<file path="src/rtl/fp_alu_pkg.sv">
// Shared definitions for the byte-serial FP ALU driver: opcodes, FSM states,
// transfer sizes and the operand byte selector used by the serializer.
package fp_alu_pkg;

  localparam logic [1:0] OP_ADD = 2'b00;
  localparam logic [1:0] OP_SUB = 2'b01;

  // Two 32-bit operands go out as 8 bytes; one 32-bit result comes back as 4.
  localparam int OPERAND_BYTES = 8;
  localparam int RESULT_BYTES  = 4;

  typedef enum logic [2:0] {
    ST_IDLE      = 3'd0,
    ST_START     = 3'd1,
    ST_SEND      = 3'd2,
    ST_WAIT_DONE = 3'd3,
    ST_RECV      = 3'd4,
    ST_RESP      = 3'd5
  } drv_state_t;

  // Byte idx of the packed operand pair {B, A}; byte 0 is A[7:0].
  function automatic logic [7:0] operand_byte(input logic [63:0] ops,
                                              input logic [2:0]  idx);
    logic [63:0] shifted;
    shifted = ops >> {idx, 3'b000};
    return shifted[7:0];
  endfunction

endpackage

</file>
<file path="src/rtl/fp_alu_driver.sv">
// Request/response front end for the byte-serial FP ALU. One request at a
// time: latch operands, pulse start, serialize 8 operand bytes, wait for the
// ALU result phase (with a watchdog), deserialize 4 result bytes, then hold
// the response until the consumer takes it.
module fp_alu_driver
  import fp_alu_pkg::*;
#(
  parameter int TIMEOUT_CYCLES = 8
) (
  input  logic        clk,
  input  logic        rst_n,
  input  logic        i_req_valid,
  output logic        o_req_ready,
  input  logic [31:0] i_req_a,
  input  logic [31:0] i_req_b,
  input  logic [1:0]  i_req_op,
  output logic        o_rsp_valid,
  input  logic        i_rsp_ready,
  output logic [31:0] o_rsp_result,
  output logic        o_rsp_err,
  output logic        o_alu_start,
  output logic [1:0]  o_alu_opcode,
  output logic [7:0]  o_alu_in,
  input  logic [7:0]  i_alu_out,
  input  logic        i_alu_done
);

  // Watchdog counts 0..TIMEOUT_CYCLES-1 while waiting for alu_done.
  localparam int WAIT_W = (TIMEOUT_CYCLES > 1) ? $clog2(TIMEOUT_CYCLES) : 1;

  drv_state_t        r_state;
  logic              r_req_ready;
  logic [63:0]       r_operands;
  logic [1:0]        r_opcode;
  logic              r_alu_start;
  logic [7:0]        r_alu_in;
  logic [2:0]        r_send_cnt;
  logic [1:0]        r_recv_cnt;
  logic [WAIT_W-1:0] r_wait_cnt;
  logic [31:0]       r_result;
  logic              r_rsp_err;
  logic              r_rsp_valid;

  assign o_req_ready  = r_req_ready;
  assign o_rsp_valid  = r_rsp_valid;
  assign o_rsp_result = r_result;
  assign o_rsp_err    = r_rsp_err;
  assign o_alu_start  = r_alu_start;
  assign o_alu_opcode = r_opcode;
  assign o_alu_in     = r_alu_in;

  // Driver FSM: every output is registered and set on the edge that enters
  // the cycle in which it must be visible.
  always_ff @(posedge clk or negedge rst_n) begin
    if (!rst_n) begin
      r_state     <= ST_IDLE;
      r_req_ready <= 1'b1;
      r_operands  <= '0;
      r_opcode    <= OP_ADD;
      r_alu_start <= 1'b0;
      r_alu_in    <= 8'h00;
      r_send_cnt  <= '0;
      r_recv_cnt  <= '0;
      r_wait_cnt  <= '0;
      r_result    <= '0;
      r_rsp_err   <= 1'b0;
      r_rsp_valid <= 1'b0;
    end else begin
      case (r_state)
        ST_IDLE: begin
          r_req_ready <= 1'b1;
          if (i_req_valid && r_req_ready) begin
            r_operands  <= {i_req_b, i_req_a};
            r_opcode    <= i_req_op;
            r_result    <= '0;
            r_req_ready <= 1'b0;
            r_alu_start <= 1'b1;
            r_alu_in    <= 8'h00;
            r_state     <= ST_START;
          end
        end

        ST_START: begin
          // Start pulse lasts one cycle; first operand byte follows directly.
          r_alu_start <= 1'b0;
          r_send_cnt  <= '0;
          r_alu_in    <= operand_byte(r_operands, 3'd0);
          r_state     <= ST_SEND;
        end

        ST_SEND: begin
          if (r_send_cnt == 3'(OPERAND_BYTES - 1)) begin
            r_alu_in   <= 8'h00;
            r_wait_cnt <= '0;
            r_state    <= ST_WAIT_DONE;
          end else begin
            r_send_cnt <= r_send_cnt + 3'd1;
            r_alu_in   <= operand_byte(r_operands, r_send_cnt + 3'd1);
          end
        end

        ST_WAIT_DONE: begin
          if (i_alu_done) begin
            r_result[7:0] <= i_alu_out;
            r_recv_cnt    <= '0;
            r_state       <= ST_RECV;
          end else if (r_wait_cnt == WAIT_W'(TIMEOUT_CYCLES - 1)) begin
            // ALU never entered its result phase: report an empty error.
            r_result    <= '0;
            r_rsp_err   <= 1'b1;
            r_rsp_valid <= 1'b1;
            r_state     <= ST_RESP;
          end else begin
            r_wait_cnt <= r_wait_cnt + 1'b1;
          end
        end

        ST_RECV: begin
          // Remaining result bytes arrive on consecutive cycles; alu_done is
          // not re-checked here.
          case (r_recv_cnt)
            2'd0:    r_result[15:8]  <= i_alu_out;
            2'd1:    r_result[23:16] <= i_alu_out;
            default: r_result[31:24] <= i_alu_out;
          endcase
          if (r_recv_cnt == 2'(RESULT_BYTES - 2)) begin
            r_rsp_err   <= 1'b0;
            r_rsp_valid <= 1'b1;
            r_state     <= ST_RESP;
          end else begin
            r_recv_cnt <= r_recv_cnt + 2'd1;
          end
        end

        ST_RESP: begin
          if (i_rsp_ready) begin
            r_rsp_valid <= 1'b0;
            r_rsp_err   <= 1'b0;
            r_result    <= '0;
            r_req_ready <= 1'b1;
            r_state     <= ST_IDLE;
          end
        end

        default: begin
          r_alu_start <= 1'b0;
          r_alu_in    <= 8'h00;
          r_rsp_valid <= 1'b0;
          r_rsp_err   <= 1'b0;
          r_req_ready <= 1'b1;
          r_state     <= ST_IDLE;
        end
      endcase
    end
  end

endmodule

</file>
<file path="config.mk">
export PLATFORM = sky130hd
export DESIGN_NAME = fp_alu_driver
export DESIGN_NICKNAME = d
export VERILOG_FILES = /design/src/rtl/fp_alu_pkg.sv /design/src/rtl/fp_alu_driver.sv
export SDC_FILE = /design/constraint.sdc
export NUM_CORES = 1
export LEC_CHECK = 0
export ABC_AREA = 0
export CAP_MARGIN = 20
export CORE_MARGIN = 4
export CORE_UTILIZATION = 46
export DETAILED_ROUTE_END_ITERATION = 6
export HOLD_SLACK_MARGIN = 0.08
export PLACE_DENSITY = 0.81
export SYNTH_ARGS = -nofsm -noshare
export SYNTH_HDL_FRONTEND = slang
export SYNTH_SLANG_ARGS = --single-unit
</file>
<file path="constraint.sdc">
create_clock -name clk -period 1.95 [get_ports clk]
set_input_delay 0.39 -clock clk [delete_from_list [all_inputs] [get_ports clk]]
set_output_delay 0.39 -clock clk [all_outputs]
set_load 0.05 [all_outputs]
</file>
After elaboration in Yosys (flattened, before gate mapping)
Cells that the tools add are included.

operators by class
  $add $sub $neg = 3
  equal/unequal tests = 23
  shift operators = 1
  muxes and demuxes = 41
  bitwise gates (word level) = 4
  reductions and logical operators = 26

operators with widths
  operator                                                               number
  32-bit two-way mux                                                     3
  24-bit case mux with 4 select lines                                    1
  64-bit by 6-bit >> shifter with 8-bit output                           1
  8-bit two-way mux                                                      6
  8-bit case mux with 4 select lines                                     1
  3-bit two-way mux                                                      10
  24-bit two-way mux                                                     1
  8-bit case mux with 3 select lines                                     1
  2-bit != test, second input constant                                   11
  3-bit case mux with 6 select lines                                     1
  6-bit AND reduction                                                    3
  3-bit equality test, second input constant                             4
  3-bit case mux with 2 select lines                                     2
  2-bit AND reduction                                                    5
  5-bit AND reduction                                                    2
  1-bit two-way mux                                                      8
  1-bit case mux with 4 select lines                                     2
  4-bit AND reduction                                                    2
  4-bit OR reduction                                                     2
  3-bit by 1-bit adder with 3-bit output, second input constant          2
  3-bit by 2-bit equality test with 1-bit output, second input constant  2
  2-bit nonzero test                                                     3
  3-bit OR reduction                                                     2
  2-bit two-way mux                                                      2
  17 further kinds                                                       21

word-level totals
  register bits after elaboration = 121
  input port bits = 79

Depth between registers and ports, before layout
Gate-level depths: netlist (run 1).

  depth after elaboration = 4
  depth in mapped cells = 7
  gate-level depth less buffers = 6

Least setup slack after synthesis (run 1)
OpenSTA, ideal clock, no wires.

  path type = register to register
  from = reg r_req_ready, in the netlist o_req_ready
  to = reg r_operands[10]
  setup time = 0.125 ns
  data arrival time = 1.759 ns
  data required time = 1.825 ns
  setup slack = 0.066 ns
  stages on the path, launching flop included = 7
  buffers on the path = 3
  clock period less this slack = 1.884 ns
  path through = dfstp_2 -> and3b_1 -> and2_4 -> buf_6 -> buf_6 -> buf_6 -> mux2_4

between the ends
  longest elaborated chain between the ends = 2

ends and longest elaborated chain
  what                           RTL line             RTL
  start, declared                fp_alu_driver.sv:32  logic r_req_ready;
  start signal, assigned         fp_alu_driver.sv:57  r_req_ready <= 1'b1;
  start signal, assigned         fp_alu_driver.sv:71  r_req_ready <= 1'b1;
  start signal, assigned         fp_alu_driver.sv:76  r_req_ready <= 1'b0;
  1-bit logical AND              fp_alu_driver.sv:72  if (i_req_valid && r_req_ready) begin
  2-bit AND reduction (no line)  -
  end signal, assigned           fp_alu_driver.sv:73  r_operands <= {i_req_b, i_req_a};
  end, declared                  fp_alu_driver.sv:33  logic [63:0] r_operands;

Every way passes these cells.
A chain may end at the register's enable or synchronous reset.

Worst setup path in the final report (run 1)
  from = reg r_wait_cnt[0]
  to = reg r_result[1], in the netlist o_rsp_result[1]

between the ends
  longest elaborated chain between the ends = 3

ends and longest elaborated chain
  what                           RTL line              RTL
  start, declared                fp_alu_driver.sv:39   logic [WAIT_W-1:0] r_wait_cnt;
  start signal, assigned         fp_alu_driver.sv:114  r_wait_cnt <= r_wait_cnt + 1'b1;
  3-bit equality test            fp_alu_driver.sv:107  end else if (r_wait_cnt == WAIT_W'(TIMEOUT_CYCLES - 1)) begin
  3-bit != test (no line)        -
  4-bit AND reduction (no line)  -
  end signal, assigned           fp_alu_driver.sv:104  r_result[7:0] <= i_alu_out;
  end, declared                  fp_alu_driver.sv:40   logic [31:0] r_result;

Every way passes these cells.

==> reports/metrics.cfg, run 1 <==
[sta]
fmax_mhz=533
setup_viol=0
drv_slew=0
slew_headroom_pct=66.0
whs_ps=431
setup_tns_ps=0
min_period_over_period_pct=96.2
hold_viol=0
worst_pin_slew_ps=513
min_period_ps=1880
clock_skew_ps=5.10

[yosys]
syn_inst=399
ys.flop_type=dfrtp_1
synth.net_count=485
ys_ff_latch=121
synth_cell_type_count=47
ys_seq_area_share_pct=53.9
synth_area_per_cell_sq_um=14.1
synth_edf_count=0
yosysWarnings=0
synthArstFlopShare_pct=100
netlist_area_sq_um=5620

[finish]
layout-drive-gt1-share_pct=31.1
stdcell_count=700
syn_to_final_growth_pct=36.3
seq_area_sq_um=3030
multi_input_area_sq_um=2410
diodes=0
nFillCells=862
nets=626

[drt]
drc=0
dr.pass1.iters=4
vias=3922
dr.first_iter.drc_count=267
routed_via_density=5.60
wirelength_um=13100
wl_per_cell_um=18.8
antenna_left=0

[floorplanning]
die_w_um=119
start_util_pct=47.0
ios=125
die_area_sq_um=14000
die_h_um=119
core_sq_um=12000
row_count=40

[global_routing]
grt_overflow=0
grt_pass1_vias=4330
grt_first_pass_wirelength_um=21700
grt_use_total_pct=19.3
antenna_found_initial=0
grt_max_degree=52

[worst_hold_path]
min_path_type=primary input to asynchronous set/reset pin

[place]
hpwl_um=9570
dp_cells=667
io_buffers=124
place.gp.congestion=0.855

[power_and_ir_drop]
p_total_w=0.0141
seqPwrFrac_pct=31.6
pwr-share-comb_pct=47.3
p_clk_share_pct=21.1
switchingPower_w=0.00539
cellPowerDensity_nw_per_um2=1850
swShare_pct=38.1
ir_drop_mv=0.858
p_leak_nw=3.52
intPower_w=0.00875

[setup_path]
arrival_ps=2200
critPathRequiredTime_ps=2280
path_class=flop to flop
end_kind=flop
crit_path_max_fanout=8
cp-start-kind=flop

[cts]
cts_buffer_depth=2
clk-insertion-delay-late_ps=390
clkSinkCount=121
cts_buffers=17
cts_setup_buffers=0
cts_tree=built
ctsRootBufferMaster=clkbuf_16
clkTransAtPathRegs_ps=50
htreeDepth=4

[job]
maxCapViolCount=0

[run_status]
status=finished clean

## layer usage
layer | vias up | routed length (um) | global-route usage (%) | share of wire [%]
li1 | 1770 | - | - | -
met1 | 1986 | 5350 | 23.4 | 41
met2 | 148 | 6690 | 32.6 | 51
met3 | 18 | 837 | 5.50 | 6.4
met4 | 0 | 276 | 7.39 | 2.1
met5 | - | 0 | 0 | 0
## synthesized netlist by cell type (3+ instances only)
master | instances | area (sq um)
buf_6 | 5 | 56.3
buf_1 | 5 | 18.8
mux2_2 | 49 | 552
o21ai_0 | 8 | 40.0
inv_1 | 12 | 45.0
mux2i_1 | 8 | 80.1
and2_1 | 4 | 25.0
nor3_1 | 3 | 15.0
mux4_2 | 16 | 360
a22o_1 | 28 | 245
mux2_4 | 29 | 435
nor2_1 | 6 | 22.5
a22oi_1 | 18 | 135
dfrtp_1 | 120 | 3000
nand2_1 | 27 | 101
a21oi_1 | 5 | 25.0
buf_2 | 11 | 55.1
clkbuf_1 | 4 | 15.0
ha_1 | 7 | 87.6
## worst max-delay path, stage by stage, from the launching register on
cell	delay, ps
dfrtp_1	390
ha_1	210
ha_1	230
nor4b_1	380
o21ai_2	160
o211ai_2	230
a22o_1	210
## path summary, 6_finish.rpt
kind	from	to	slack, ps	depth (start not counted)
setup / recovery	r_wait_cnt[0]	o_rsp_result[1]	70	6
hold / removal	rst_n	o_rsp_valid	430	2
setup reg to reg	r_wait_cnt[0]	o_rsp_result[1]	70	6
hold reg to reg	o_rsp_result[3]	o_rsp_result[3]	500	1
max in group asynchronous	rst_n	o_alu_in[5]	940	3
min in group clk	o_rsp_result[3]	o_rsp_result[3]	500	1
## cell type report
type	count	area share, %
inverter	12	0.588
tap	147	2.40
sequential	121	39.6
clock inverter	11	1.62
multi-input combinational	240	31.5
clock buffer	21	5.88
timing repair buffer	148	18.4
## metrics by stage
step / utilization, % / cell area, sq um / setup slack, ps
after floorplan: - / 5620 / 65.5
after global placement: 59.3 / 7090 / -105
after detailed placement: 59.3 / 7090 / -147
after CTS: 63.8 / 7630 / 62.6
after global routing: 64.0 / 7660 / -69.0
final: 64.0 / 7660 / 74.0
## power by group through the flow
stage               sequential (W)  combinational [W]  clock, W
floorplan                  0.00554            0.00367         0
global placement           0.00442            0.00669         0
detailed placement         0.00450            0.00685         0
CTS                        0.00446            0.00672   0.00304
global route               0.00462            0.00712   0.00316
finish                     0.00447            0.00669   0.00299
## state kept, by name, indices dropped and copies added, names as in the netlist
register,cells
o_req_ready,1
o_alu_start,1
r_wait_cnt,3
o_alu_in,8
o_rsp_valid,1
o_rsp_result,32
r_send_cnt,3
r_recv_cnt,2
r_operands,64
r_state,3
o_rsp_err,1
o_alu_opcode,2
## timing repair
item / in CTS / in global routing
resized for setup: 34 / 6
hold endpoints to repair: 17 / 0
hold buffers: 1 / 0
setup endpoints to repair: 34 / 20
## logic make-up (layout without fill, tap and decap cells)
family | after synthesis | in the layout | synth area share, %
buf+inv | 38 | 192 | 3.52
flops | 121 | 121 | 53.9
simple gates | 58 | 58 | 5.70
compound gates | 73 | 73 | 9.89
fa+ha+maj | 7 | 7 | 1.56
mux | 102 | 102 | 25.4
## layout by cell type (no fill, tap or decap), types with 2 or more instances in the layout
master           Yosys  layout
inv_1               12      12
o21ai_2              1       2
ha_1                 7       7
clkdlybuf4s50_1      0      77
mux2_4              29      29
clkbuf_1             4       3
o22ai_1              2       2
clkinv_2             0       3
nor4b_1              2       2
clkbuf_16            0      17
buf_12               0       5
a21oi_1              5       4
dlygate4sd2_1        0      34
o21ai_0              8       8
dfrtp_1            120     120
nor3_1               3       3
a22oi_1             18      18
clkinvlp_4           0       3
clkinv_4             0       3
buf_4                1      31
nand2_1             27      27
and2_1               4       4
mux4_2              16      16
o211ai_1             2       2
nor2_1               6       6
a22o_1              28      28
bufinv_16            0       2
mux2_2              49      49
nor2b_1              2       2
mux2i_1              8       8
(Power assumes the default switching activity.)
==> inputs of run 2 (changes only) <==
SKIP_LAST_GASP = 1   (was default)
==> results of run 2 <==
Same layout as run 1: the final DEF is identical, and so are final timing and power.
